===== src/rtl/position_tracker_pkg.sv =====
// Shared constants, state encoding and the pending-step saturation helper
// for the ship position tracker.
package position_tracker_pkg;

    localparam int POS_W_DEF    = 9;
    localparam int SCREEN_W_DEF = 160;
    localparam int SCREEN_H_DEF = 120;
    localparam int INIT_X_DEF   = 80;
    localparam int INIT_Y_DEF   = 60;

    localparam int AXES     = 2;
    localparam int PEND_W   = 4;
    localparam int STEP_W   = 5;

    typedef enum logic [1:0] {
        S_INIT  = 2'd0,
        S_IDLE  = 2'd1,
        S_ERASE = 2'd2,
        S_DRAW  = 2'd3
    } state_t;

    // Clamp an accumulated step count to the +/-7 range the pending counter holds.
    function automatic logic signed [PEND_W-1:0] sat_pend(input logic signed [STEP_W-1:0] v);
        if (v > 5'sd7) begin
            return 4'sd7;
        end else if (v < -5'sd7) begin
            return -4'sd7;
        end else begin
            return v[PEND_W-1:0];
        end
    endfunction

endpackage


===== src/rtl/position_tracker_if.sv =====
// Erase/draw request bus between the position tracker (master) and the
// sprite plotter (slave).
interface position_tracker_if
    import position_tracker_pkg::*;
#(
    parameter int POS_W = POS_W_DEF
);
    logic             draw_req;
    logic             draw_erase;
    logic [POS_W-1:0] draw_x;
    logic [POS_W-1:0] draw_y;
    logic             draw_ack;

    modport master (
        output draw_req,
        output draw_erase,
        output draw_x,
        output draw_y,
        input  draw_ack
    );

    modport slave (
        input  draw_req,
        input  draw_erase,
        input  draw_x,
        input  draw_y,
        output draw_ack
    );
endinterface


===== src/rtl/position_tracker_axis_wrap_add.sv =====
// One axis of the toroidal field: adds a small signed offset to a coordinate
// and folds the result back into 0..SIZE-1.
module axis_wrap_add #(
    parameter int POS_W = 9,
    parameter int SIZE  = 160
) (
    input  logic [POS_W-1:0]  pos,
    input  logic signed [4:0] offset,
    output logic [POS_W-1:0]  wrapped
);
    localparam logic signed [POS_W:0] SIZE_S = (POS_W+1)'(SIZE);

    logic signed [POS_W:0] sum;
    logic signed [POS_W:0] adj;

    // Offset is at most +/-8 and SIZE >= 16, so a single fold is enough.
    always_comb begin
        sum = $signed({1'b0, pos}) + $signed({{(POS_W-4){offset[4]}}, offset});
        if (sum >= SIZE_S) begin
            adj = sum - SIZE_S;
        end else if (sum[POS_W]) begin
            adj = sum + SIZE_S;
        end else begin
            adj = sum;
        end
    end

    assign wrapped = POS_W'(adj);

endmodule


===== src/rtl/position_tracker.sv =====
// Ship position tracker: accumulates step strobes, commits wrapped moves and
// runs the erase-old / draw-new handshake with the sprite plotter.
module position_tracker
    import position_tracker_pkg::*;
#(
    parameter int POS_W    = POS_W_DEF,
    parameter int SCREEN_W = SCREEN_W_DEF,
    parameter int SCREEN_H = SCREEN_H_DEF,
    parameter int INIT_X   = INIT_X_DEF,
    parameter int INIT_Y   = INIT_Y_DEF
) (
    input  logic                     clk,
    input  logic                     reset_n,
    input  logic                     move_clk,
    input  logic                     delta_x,
    input  logic                     delta_y,
    input  logic                     sign_x,
    input  logic                     sign_y,
    position_tracker_if.master       draw,
    output logic [POS_W-1:0]         pos_x,
    output logic [POS_W-1:0]         pos_y,
    output logic                     busy
);
    state_t                   state_reg, state_next;
    logic [POS_W-1:0]         pos_reg [AXES];
    logic [POS_W-1:0]         pos_next [AXES];
    logic [POS_W-1:0]         draw_pos_reg [AXES];
    logic [POS_W-1:0]         draw_pos_next [AXES];
    logic [POS_W-1:0]         wrapped [AXES];
    logic [POS_W-1:0]         init_pos [AXES];
    logic signed [PEND_W-1:0] pend_reg [AXES];
    logic signed [PEND_W-1:0] pend_next [AXES];
    logic signed [PEND_W-1:0] pend_sat [AXES];
    logic signed [STEP_W-1:0] eff [AXES];
    logic [AXES-1:0]          step_en;
    logic [AXES-1:0]          step_dec;
    logic                     req_reg, req_next;
    logic                     erase_reg, erase_next;
    logic                     busy_reg;
    logic                     ack;
    logic                     any_move;

    assign step_en  = {delta_y, delta_x} & {AXES{move_clk}};
    assign step_dec = {sign_y, sign_x};

    // Index 0 is x, index 1 is y; eff is the pending count plus this cycle's step.
    for (genvar gi = 0; gi < AXES; gi++) begin : g_axis
        localparam int SIZE = (gi == 0) ? SCREEN_W : SCREEN_H;
        localparam int INIT = (gi == 0) ? INIT_X : INIT_Y;

        logic signed [STEP_W-1:0] step;

        assign step = step_en[gi] ? (step_dec[gi] ? -5'sd1 : 5'sd1) : 5'sd0;
        assign eff[gi] = $signed({pend_reg[gi][PEND_W-1], pend_reg[gi]}) + step;
        assign pend_sat[gi] = sat_pend(eff[gi]);
        assign init_pos[gi] = POS_W'(INIT);

        axis_wrap_add #(
            .POS_W (POS_W),
            .SIZE  (SIZE)
        ) u_wrap (
            .pos     (pos_reg[gi]),
            .offset  (eff[gi]),
            .wrapped (wrapped[gi])
        );
    end

    assign any_move = (eff[0] != '0) || (eff[1] != '0);
    assign ack      = draw.draw_ack & req_reg;

    always_comb begin
        state_next = state_reg;
        req_next   = req_reg;
        erase_next = erase_reg;
        for (int i = 0; i < AXES; i++) begin
            pos_next[i]      = pos_reg[i];
            draw_pos_next[i] = draw_pos_reg[i];
            pend_next[i]     = pend_sat[i];
        end
        case (state_reg)
            S_INIT: begin
                req_next   = 1'b1;
                erase_next = 1'b0;
                for (int i = 0; i < AXES; i++) draw_pos_next[i] = init_pos[i];
                if (ack) begin
                    req_next   = 1'b0;
                    state_next = S_IDLE;
                end
            end
            S_IDLE: begin
                // Idle consumes the whole pending count in one combined move.
                for (int i = 0; i < AXES; i++) pend_next[i] = '0;
                if (any_move) begin
                    for (int i = 0; i < AXES; i++) begin
                        draw_pos_next[i] = pos_reg[i];
                        pos_next[i]      = wrapped[i];
                    end
                    erase_next = 1'b1;
                    req_next   = 1'b1;
                    state_next = S_ERASE;
                end
            end
            S_ERASE: begin
                if (ack) begin
                    for (int i = 0; i < AXES; i++) draw_pos_next[i] = pos_reg[i];
                    erase_next = 1'b0;
                    state_next = S_DRAW;
                end
            end
            S_DRAW: begin
                if (ack) begin
                    req_next   = 1'b0;
                    state_next = S_IDLE;
                end
            end
            default: state_next = S_INIT;
        endcase
    end

    always_ff @(posedge clk) begin
        if (reset_n) begin
            state_reg <= S_INIT;
            req_reg   <= 1'b0;
            erase_reg <= 1'b0;
            busy_reg  <= 1'b1;
            for (int i = 0; i < AXES; i++) begin
                pos_reg[i]      <= init_pos[i];
                draw_pos_reg[i] <= '0;
                pend_reg[i]     <= '0;
            end
        end else begin
            state_reg <= state_next;
            req_reg   <= req_next;
            erase_reg <= erase_next;
            busy_reg  <= (state_next != S_IDLE);
            for (int i = 0; i < AXES; i++) begin
                pos_reg[i]      <= pos_next[i];
                draw_pos_reg[i] <= draw_pos_next[i];
                pend_reg[i]     <= pend_next[i];
            end
        end
    end

    assign draw.draw_req   = req_reg;
    assign draw.draw_erase = erase_reg;
    assign draw.draw_x     = draw_pos_reg[0];
    assign draw.draw_y     = draw_pos_reg[1];
    assign pos_x           = pos_reg[0];
    assign pos_y           = pos_reg[1];
    assign busy            = busy_reg;

endmodule


===== src/flat_wrapper.sv =====
// flat-port wrapper written by rule: the top's interface ports become plain ports
module position_tracker_flat import position_tracker_pkg::*;
#(
    parameter int POS_W    = POS_W_DEF,
    parameter int SCREEN_W = SCREEN_W_DEF,
    parameter int SCREEN_H = SCREEN_H_DEF,
    parameter int INIT_X   = INIT_X_DEF,
    parameter int INIT_Y   = INIT_Y_DEF
)
  (clk, reset_n, move_clk, delta_x, delta_y, sign_x, sign_y, pos_x, pos_y, busy, draw_draw_req, draw_draw_erase, draw_draw_x, draw_draw_y, draw_draw_ack);
  position_tracker_if #(.POS_W(POS_W)) draw_i ();
  input  logic clk;
  input  logic reset_n;
  input  logic move_clk;
  input  logic delta_x;
  input  logic delta_y;
  input  logic sign_x;
  input  logic sign_y;
  output logic [POS_W-1:0] pos_x;
  output logic [POS_W-1:0] pos_y;
  output logic busy;
  output wire logic [$bits(draw_i.draw_req)-1:0] draw_draw_req;
  output wire logic [$bits(draw_i.draw_erase)-1:0] draw_draw_erase;
  output wire logic [$bits(draw_i.draw_x)-1:0] draw_draw_x;
  output wire logic [$bits(draw_i.draw_y)-1:0] draw_draw_y;
  input wire logic [$bits(draw_i.draw_ack)-1:0] draw_draw_ack;
  assign draw_draw_req = draw_i.draw_req;
  assign draw_draw_erase = draw_i.draw_erase;
  assign draw_draw_x = draw_i.draw_x;
  assign draw_draw_y = draw_i.draw_y;
  assign draw_i.draw_ack = draw_draw_ack;
  position_tracker #(.POS_W(POS_W), .SCREEN_W(SCREEN_W), .SCREEN_H(SCREEN_H), .INIT_X(INIT_X), .INIT_Y(INIT_Y)) u_core (.clk(clk), .reset_n(reset_n), .move_clk(move_clk), .delta_x(delta_x), .delta_y(delta_y), .sign_x(sign_x), .sign_y(sign_y), .draw(draw_i), .pos_x(pos_x), .pos_y(pos_y), .busy(busy));
endmodule

===== config.mk =====
export PLATFORM = sky130hd
export DESIGN_NAME = position_tracker_flat
export DESIGN_NICKNAME = d
export VERILOG_FILES = /design/src/rtl/position_tracker_pkg.sv /design/src/rtl/position_tracker_if.sv /design/src/rtl/position_tracker_axis_wrap_add.sv /design/src/rtl/position_tracker.sv /design/src/flat_wrapper.sv
export SDC_FILE = /design/constraint.sdc
export NUM_CORES = 1
export LEC_CHECK = 0
export BUFFER_PORTS_ARGS = -buffer_cell sky130_fd_sc_hd__buf_2
export CAP_MARGIN = 20
export CORE_UTILIZATION = 44
export CTS_CLUSTER_DIAMETER = 30
export DETAILED_ROUTE_END_ITERATION = 16
export PLACE_DENSITY = 0.68
export SLEW_MARGIN = 20
export SYNTH_ARGS = -nofsm -noshare
export SYNTH_HDL_FRONTEND = slang
export SYNTH_SLANG_ARGS = --single-unit

===== constraint.sdc =====
create_clock -name clk -period 7.5 [get_ports clk]
set_input_delay 0.75 -clock clk [delete_from_list [all_inputs] [get_ports clk]]
set_output_delay 0.75 -clock clk [all_outputs]
set_load 0.05 [all_outputs]

==> results of run 1 <==
worst max-delay path, cell delays in order:
cell	delay (ns)
buf_2	0.16
and3_1	0.25
xor2_1	0.17
ha_1	0.26
a21boi_0	0.17
a311oi_4	0.47
inv_1	0.21
ha_1	0.46
and3_1	0.24
a221oi_1	0.32
xnor2_1	0.29
and4_1	0.27
o311ai_0	0.40
a211o_1	0.19
or3b_1	0.33
cells in the final DEF, fill, tap and decap left out, drive strengths merged, types with 6 or more instances in the layout:
cell	n
nand3	20
a311oi	6
a21o	6
nor2	26
ha	35
a21oi	33
dfxtp	49
mux2i	13
buf	47
nand2b	18
xnor2	11
nor3	6
clkbuf	7
nand2	22
xor2	11
o21ai	15
inv	22
and3	7
worst paths after layout:
check,start,endpoint,slack [ns],cells past startpoint
setup / recovery,move_clk,u_core.pos_reg[0][14]$_SDFFE_PP1P_,2.74,15
hold / removal,u_core.draw_pos_reg[0][16]$_SDFFE_PP0P_,u_core.draw_pos_reg[0][16]$_SDFFE_PP0P_,0.47,2
setup reg to reg,u_core.pend_reg[0][5]$_SDFF_PP0_,u_core.pos_reg[0][14]$_SDFFE_PP1P_,3.23,13
hold reg to reg,u_core.draw_pos_reg[0][16]$_SDFFE_PP0P_,u_core.draw_pos_reg[0][16]$_SDFFE_PP0P_,0.47,2
final cells by class:
type                            instances  area [µm²]
Fill cell                             796        3860
Multi-Input combinational cell        332        2470
Sequential cell                        49         981
Timing Repair Buffer                   47         238
Tap cell                              102         128
Clock buffer                            7        86.3
Inverter                               22        82.6
routing by layer:
layer / wire length [µm] / vias up
li1: - / 1648
met1: 4220 / 1530
met2: 3980 / 60
met3: 280 / 10
met4: 98 / 0
met5: 0 / -
per-stage QoR:
step	instance area (µm²)	setup slack [ns]	total power [mW]
after floorplan	3620	3.13	0.719
after global placement	3900	2.69	0.817
after detailed placement	3900	2.52	0.822
after CTS	3990	2.82	0.993
after global routing	3990	2.46	1.06
final	3990	2.74	0.990
kinds of logic after synthesis:
group | count (synthesis)
xor+xnor | 22
buf+inv | 41
simple gates | 139
compound gates | 119
fa+ha+maj | 39
mux | 13
flops | 49
power by group:
group,switching [mW],internal [mW],total (mW)
sequential,0.0244,0.285,0.310
combinational,0.333,0.184,0.517
clock,0.0894,0.0735,0.163
total,0.447,0.543,0.990
==> impl_metrics.toml, run 1 <==
[sta]
skew_ns = 0.00394
max_clock_freq_mhz = 210
worstMarginPinSlew_ns = 1.04
rsz0062_at_grt = "false"
maxSlewViolCount = 0
setup_viol = 0
period_share_pct = 63.4
slew_headroom_pct = 30.1
hold_violations = 0
holdWs_ns = 0.468
setup_tns_ns = 0
fin_crit_ns = 4.76

[global_routing]
grt_usage_pct = 20.5
overflow = 0
antenna_found_initial = 0
grt_max_degree = 37
grtUsageMet1_pct = 27.3
grt_pass1_vias = 3028
top_usage_layer = "met2"
grt_use_met3_pct = 2.96
grt_pass1_wl_mm = 14.3
grt_use_met2_pct = 34.2

[yosys]
yosysMostFrequentCell = "dfxtp_1"
syn_nets = 467
synth_area_leaders = "dfxtp_1 (27%), ha_1 (12%), a21oi_1 (4.6%)"
syn_inst = 422
synth_xor_area_share_pct = 5.53
synth_top_area_share_pct = 27.1
synth-seq-cells = 49
synth_cell_type_count = 72
synth_top_area_cell = "dfxtp_1"
seq_area_frac_synth_pct = 27.1
async_reset_ff_share_pct = 0
synthMuxAreaShare_pct = 3.59
netlist_top_cells_count = "dfxtp_1 (49), ha_1 (35), a21oi_1 (33), nor2_1 (26), nand2_1 (22)"
synth_top_family_by_area = "compound AO/OA/AOI/OAI gates"
synth_area_um2 = 3620
synth_simple_gate_area_share_pct = 21.5
dominantRegCellSynth = "dfxtp_1"
synth_adder_area_share_pct = 13.7
avgSynthCellArea_um2 = 8.58
synth-edff-count = 0
synth_compound_area_share_pct = 24.0
yosysWarningCount = 0

[final_layout]
area_delta_synth_final_pct = 10.2
drive_above_1_share_pct = 15.3
final_cells = 559
final_util_pct = 50.8
num_antenna_cells = 0
nNetsFinal = 502

[routing]
drtPass1Iterations = 4
vias_per_cell = 5.81
routed_wl_mm = 8.58
drcViolationCount = 0
drt_iter0_drc = 153
wl_per_cell_um = 15.3
num_vias = 3248
drtAntennaViolNets = 0

[floorplan]
dieArea_um2 = 8600
start_util_pct = 46.2
io-pin-count = 47
core-area_um2 = 7850
die_x_um = 92.7
std_cell_rows = 32
die_y_um = 92.7

[power_and_ir_drop]
vdd_drop_max_uv = 109
p_leak_nw = 1.77
power_density_nw_per_um2 = 248

[place]
io_buffers = 46
hpwl_mm = 6.21
place_congestion = 0.842
place_inst = 552

[setup_path]
cp-end-kind = "register"
arrival_ns = 4.94
required_ns = 7.69
worstPathMaxFanout = 10
crit_path_start_kind = "primary input"
criticalPathCategory = "in2reg"

[cts]
clockBufferDepth = 2
root_buffer = "clkbuf_8"
post_cts_buffers = 0
cts_tree = "yes"
cts_buffers = 5
cts_resized = 0
cts_sinks = 49
ctsHoldBuffers = 0
cts_max_level = 2
clk_latency_ns = 0.30
path_clk_slew_ns = 0.09

[hold_path]
hold_path_class = "reg2reg"

[status]
outcome = "finished clean"

[flow_run]
drv_cap = 0
(Power assumes the default switching activity.)
==> inputs of run 2 (changes only) <==
PLACE_DENSITY = 0.71   (was 0.68)
clock period = 4.1 ns   (was 7.5 ns; I/O delays follow)
==> run 2 against run 1 <==
  * Register-to-register slack got worse by 2.9 ns
  * Critical path type unchanged
  * Non-clock buffer count increased by 17
  * Setup slack got worse by 2.5 ns
  * Critical endpoint unchanged
==> impl_metrics.toml, run 2 (synthesis results as in run 1) <==
[status]
outcome = "finished clean"

[sta]
slew_headroom_pct = 30.0
hold_violations = 0
setup_tns_ns = 0
rsz0062_at_grt = "false"
skew_ns = 0.00862
period_share_pct = 93.2
setup_viol = 0
max_clock_freq_mhz = 262
maxSlewViolCount = 0
fin_crit_ns = 3.82
worstMarginPinSlew_ns = 1.04

[final_layout]
num_antenna_cells = 0
final_cell_mix = "dfxtp_1 (49), buf_2 (46), ha_1 (35)"
area_delta_synth_final_pct = 13.9
final_common_cell = "dfxtp_1"
fill_cells = 786
nNetsFinal = 519
drive_above_1_share_pct = 18.9
fin_area_um2 = 4130

[routing]
vias_per_cell = 5.77
wl_per_cell_um = 15.1
drtAntennaViolNets = 0
drt_iter0_drc = 150
drcViolationCount = 0
drtPass1Iterations = 4
num_vias = 3328
routed_wl_mm = 8.69

[setup_path]
worstPathMaxFanout = 8
crit_path_start_kind = "primary input"
r2r_slack_ns = 0.38
crit_start = "move_clk"
reg2reg_to = "u_core.pos_reg[0][14]$_SDFFE_PP1P_"
required_ns = 4.30
arrival_ns = 4.02
cp-end-kind = "register"
worstReg2RegStart = "u_core.pend_reg[0][4]$_SDFF_PP0_"
criticalPathCategory = "in2reg"
cp_slowest_cell = "xnor2_1"
reg2reg_depth = 14
crit_end = "u_core.pos_reg[0][14]$_SDFFE_PP1P_"
path_common_cell = "ha_1"
critical_path.cell_chain = "buf_2, and2_4, ha_1, ha_1, buf_4, nand2_1, mux2i_1, a211o_1, ha_1, a21o_1, a21oi_1, xnor2_1, ha_1, o311ai_0, and4_1, or3b_1"
critPathMaxStageDelay_ns = 0.56

[place]
place_congestion = 0.907
post_dp_cell_area_um2 = 4030
io_buffers = 46
hpwl_mm = 6.40

[power_and_ir_drop]
p_int_mw = 1.03
power_frac_clock_pct = 15.8
combPwrFrac_pct = 53.9
p_sw_uw = 841
switching_share_pct = 45.0
seqPwrFrac_pct = 30.3
p_leak_nw = 1.85
power_density_nw_per_um2 = 453
vdd_drop_max_uv = 221

[floorplan]
core-area_um2 = 7850
dieArea_um2 = 8600
die_x_um = 92.7
start_util_pct = 46.2
io-pin-count = 47
die_y_um = 92.7
std_cell_rows = 32

[global_routing]
grt_pass1_wl_mm = 14.4
overflow = 0
grt_usage_pct = 20.6
grt_max_degree = 37
antenna_found_initial = 0
grt_pass1_vias = 3116

[cts]
cts_resized = 0
path_clk_slew_ns = 0.09
cts_sinks = 49
cts_tree = "yes"
cts_buffers = 5
ctsHoldBuffers = 0
root_buffer = "clkbuf_8"
post_cts_buffers = 0
cts_max_level = 2
clockBufferDepth = 2
clk_latency_ns = 0.31

[flow_run]
drv_cap = 0

[hold_path]
hold_path_class = "reg2reg"
==> run 2: power by group through the flow <==
stage               Sequential [mW]  Combinational, mW  Clock [mW]
floorplan                     0.667              0.649           0
global placement              0.577              0.969           0
detailed placement            0.577              0.990           0
CTS                           0.566              0.998       0.307
global route                  0.573               1.10       0.321
finish                        0.566               1.01       0.295
==> run 2: worst max-delay path: cells and delay by family <==
family	cells	cell delay [ns]
AO/OA/AOI/OAI	4	0.78
XOR/XNOR	1	0.56
adder cells (fa/ha/maj)	4	1.07
buffers and inverters	2	0.29
multiplexers	1	0.08
AND/OR/NAND/NOR	4	0.83
==> run 2: worst min-delay path by stage <==
stage | start | to | slack [ns] | cells past startpoint
floorplan | u_core.pend_reg[0][4]$_SDFF_PP0_ | u_core.pend_reg[0][4]$_SDFF_PP0_ | 0.58 | 3
global placement | u_core.draw_pos_reg[0][5]$_SDFFE_PP0P_ | u_core.draw_pos_reg[0][5]$_SDFFE_PP0P_ | 0.45 | 2
detailed placement | u_core.draw_pos_reg[0][12]$_SDFFE_PP0P_ | u_core.draw_pos_reg[0][12]$_SDFFE_PP0P_ | 0.46 | 2
CTS | u_core.draw_pos_reg[0][12]$_SDFFE_PP0P_ | u_core.draw_pos_reg[0][12]$_SDFFE_PP0P_ | 0.47 | 2
global route | u_core.draw_pos_reg[0][9]$_SDFFE_PP0P_ | u_core.draw_pos_reg[0][9]$_SDFFE_PP0P_ | 0.50 | 2
finish | u_core.draw_pos_reg[0][12]$_SDFFE_PP0P_ | u_core.draw_pos_reg[0][12]$_SDFFE_PP0P_ | 0.47 | 2
==> run 2: stage by stage <==
step	hold slack [ns]	instances	util (%)	worst slack, ns	power, mW
floorplan	0.577	422	-	0.0656	1.32
global placement	0.453	569	51.4	0.112	1.55
detailed placement	0.459	569	51.4	-0.0280	1.57
CTS	0.475	577	52.5	0.281	1.87
global route	0.499	577	52.6	0.0130	2.00
finish	0.470	577	52.6	0.278	1.87
==> run 2: area by class of cell <==
class / instances / area (µm²) / area share [%]
tap: 102 / 128 / 3.09
clock inverter: 3 / 17.5 / 0.425
inverter: 22 / 82.6 / 2.00
timing repair buffer: 64 / 365 / 8.86
sequential: 49 / 981 / 23.8
multi-input combinational: 332 / 2480 / 60.2
clock buffer: 5 / 68.8 / 1.67
==> run 2: layer usage <==
layer | GRT usage, % | wire (µm) | up-vias
li1 | - | - | 1671
met1 | 26.1 | 4080 | 1564
met2 | 36.0 | 4120 | 77
met3 | 2.38 | 321 | 16
met4 | 7.44 | 171 | 0
met5 | 0 | 0 | -
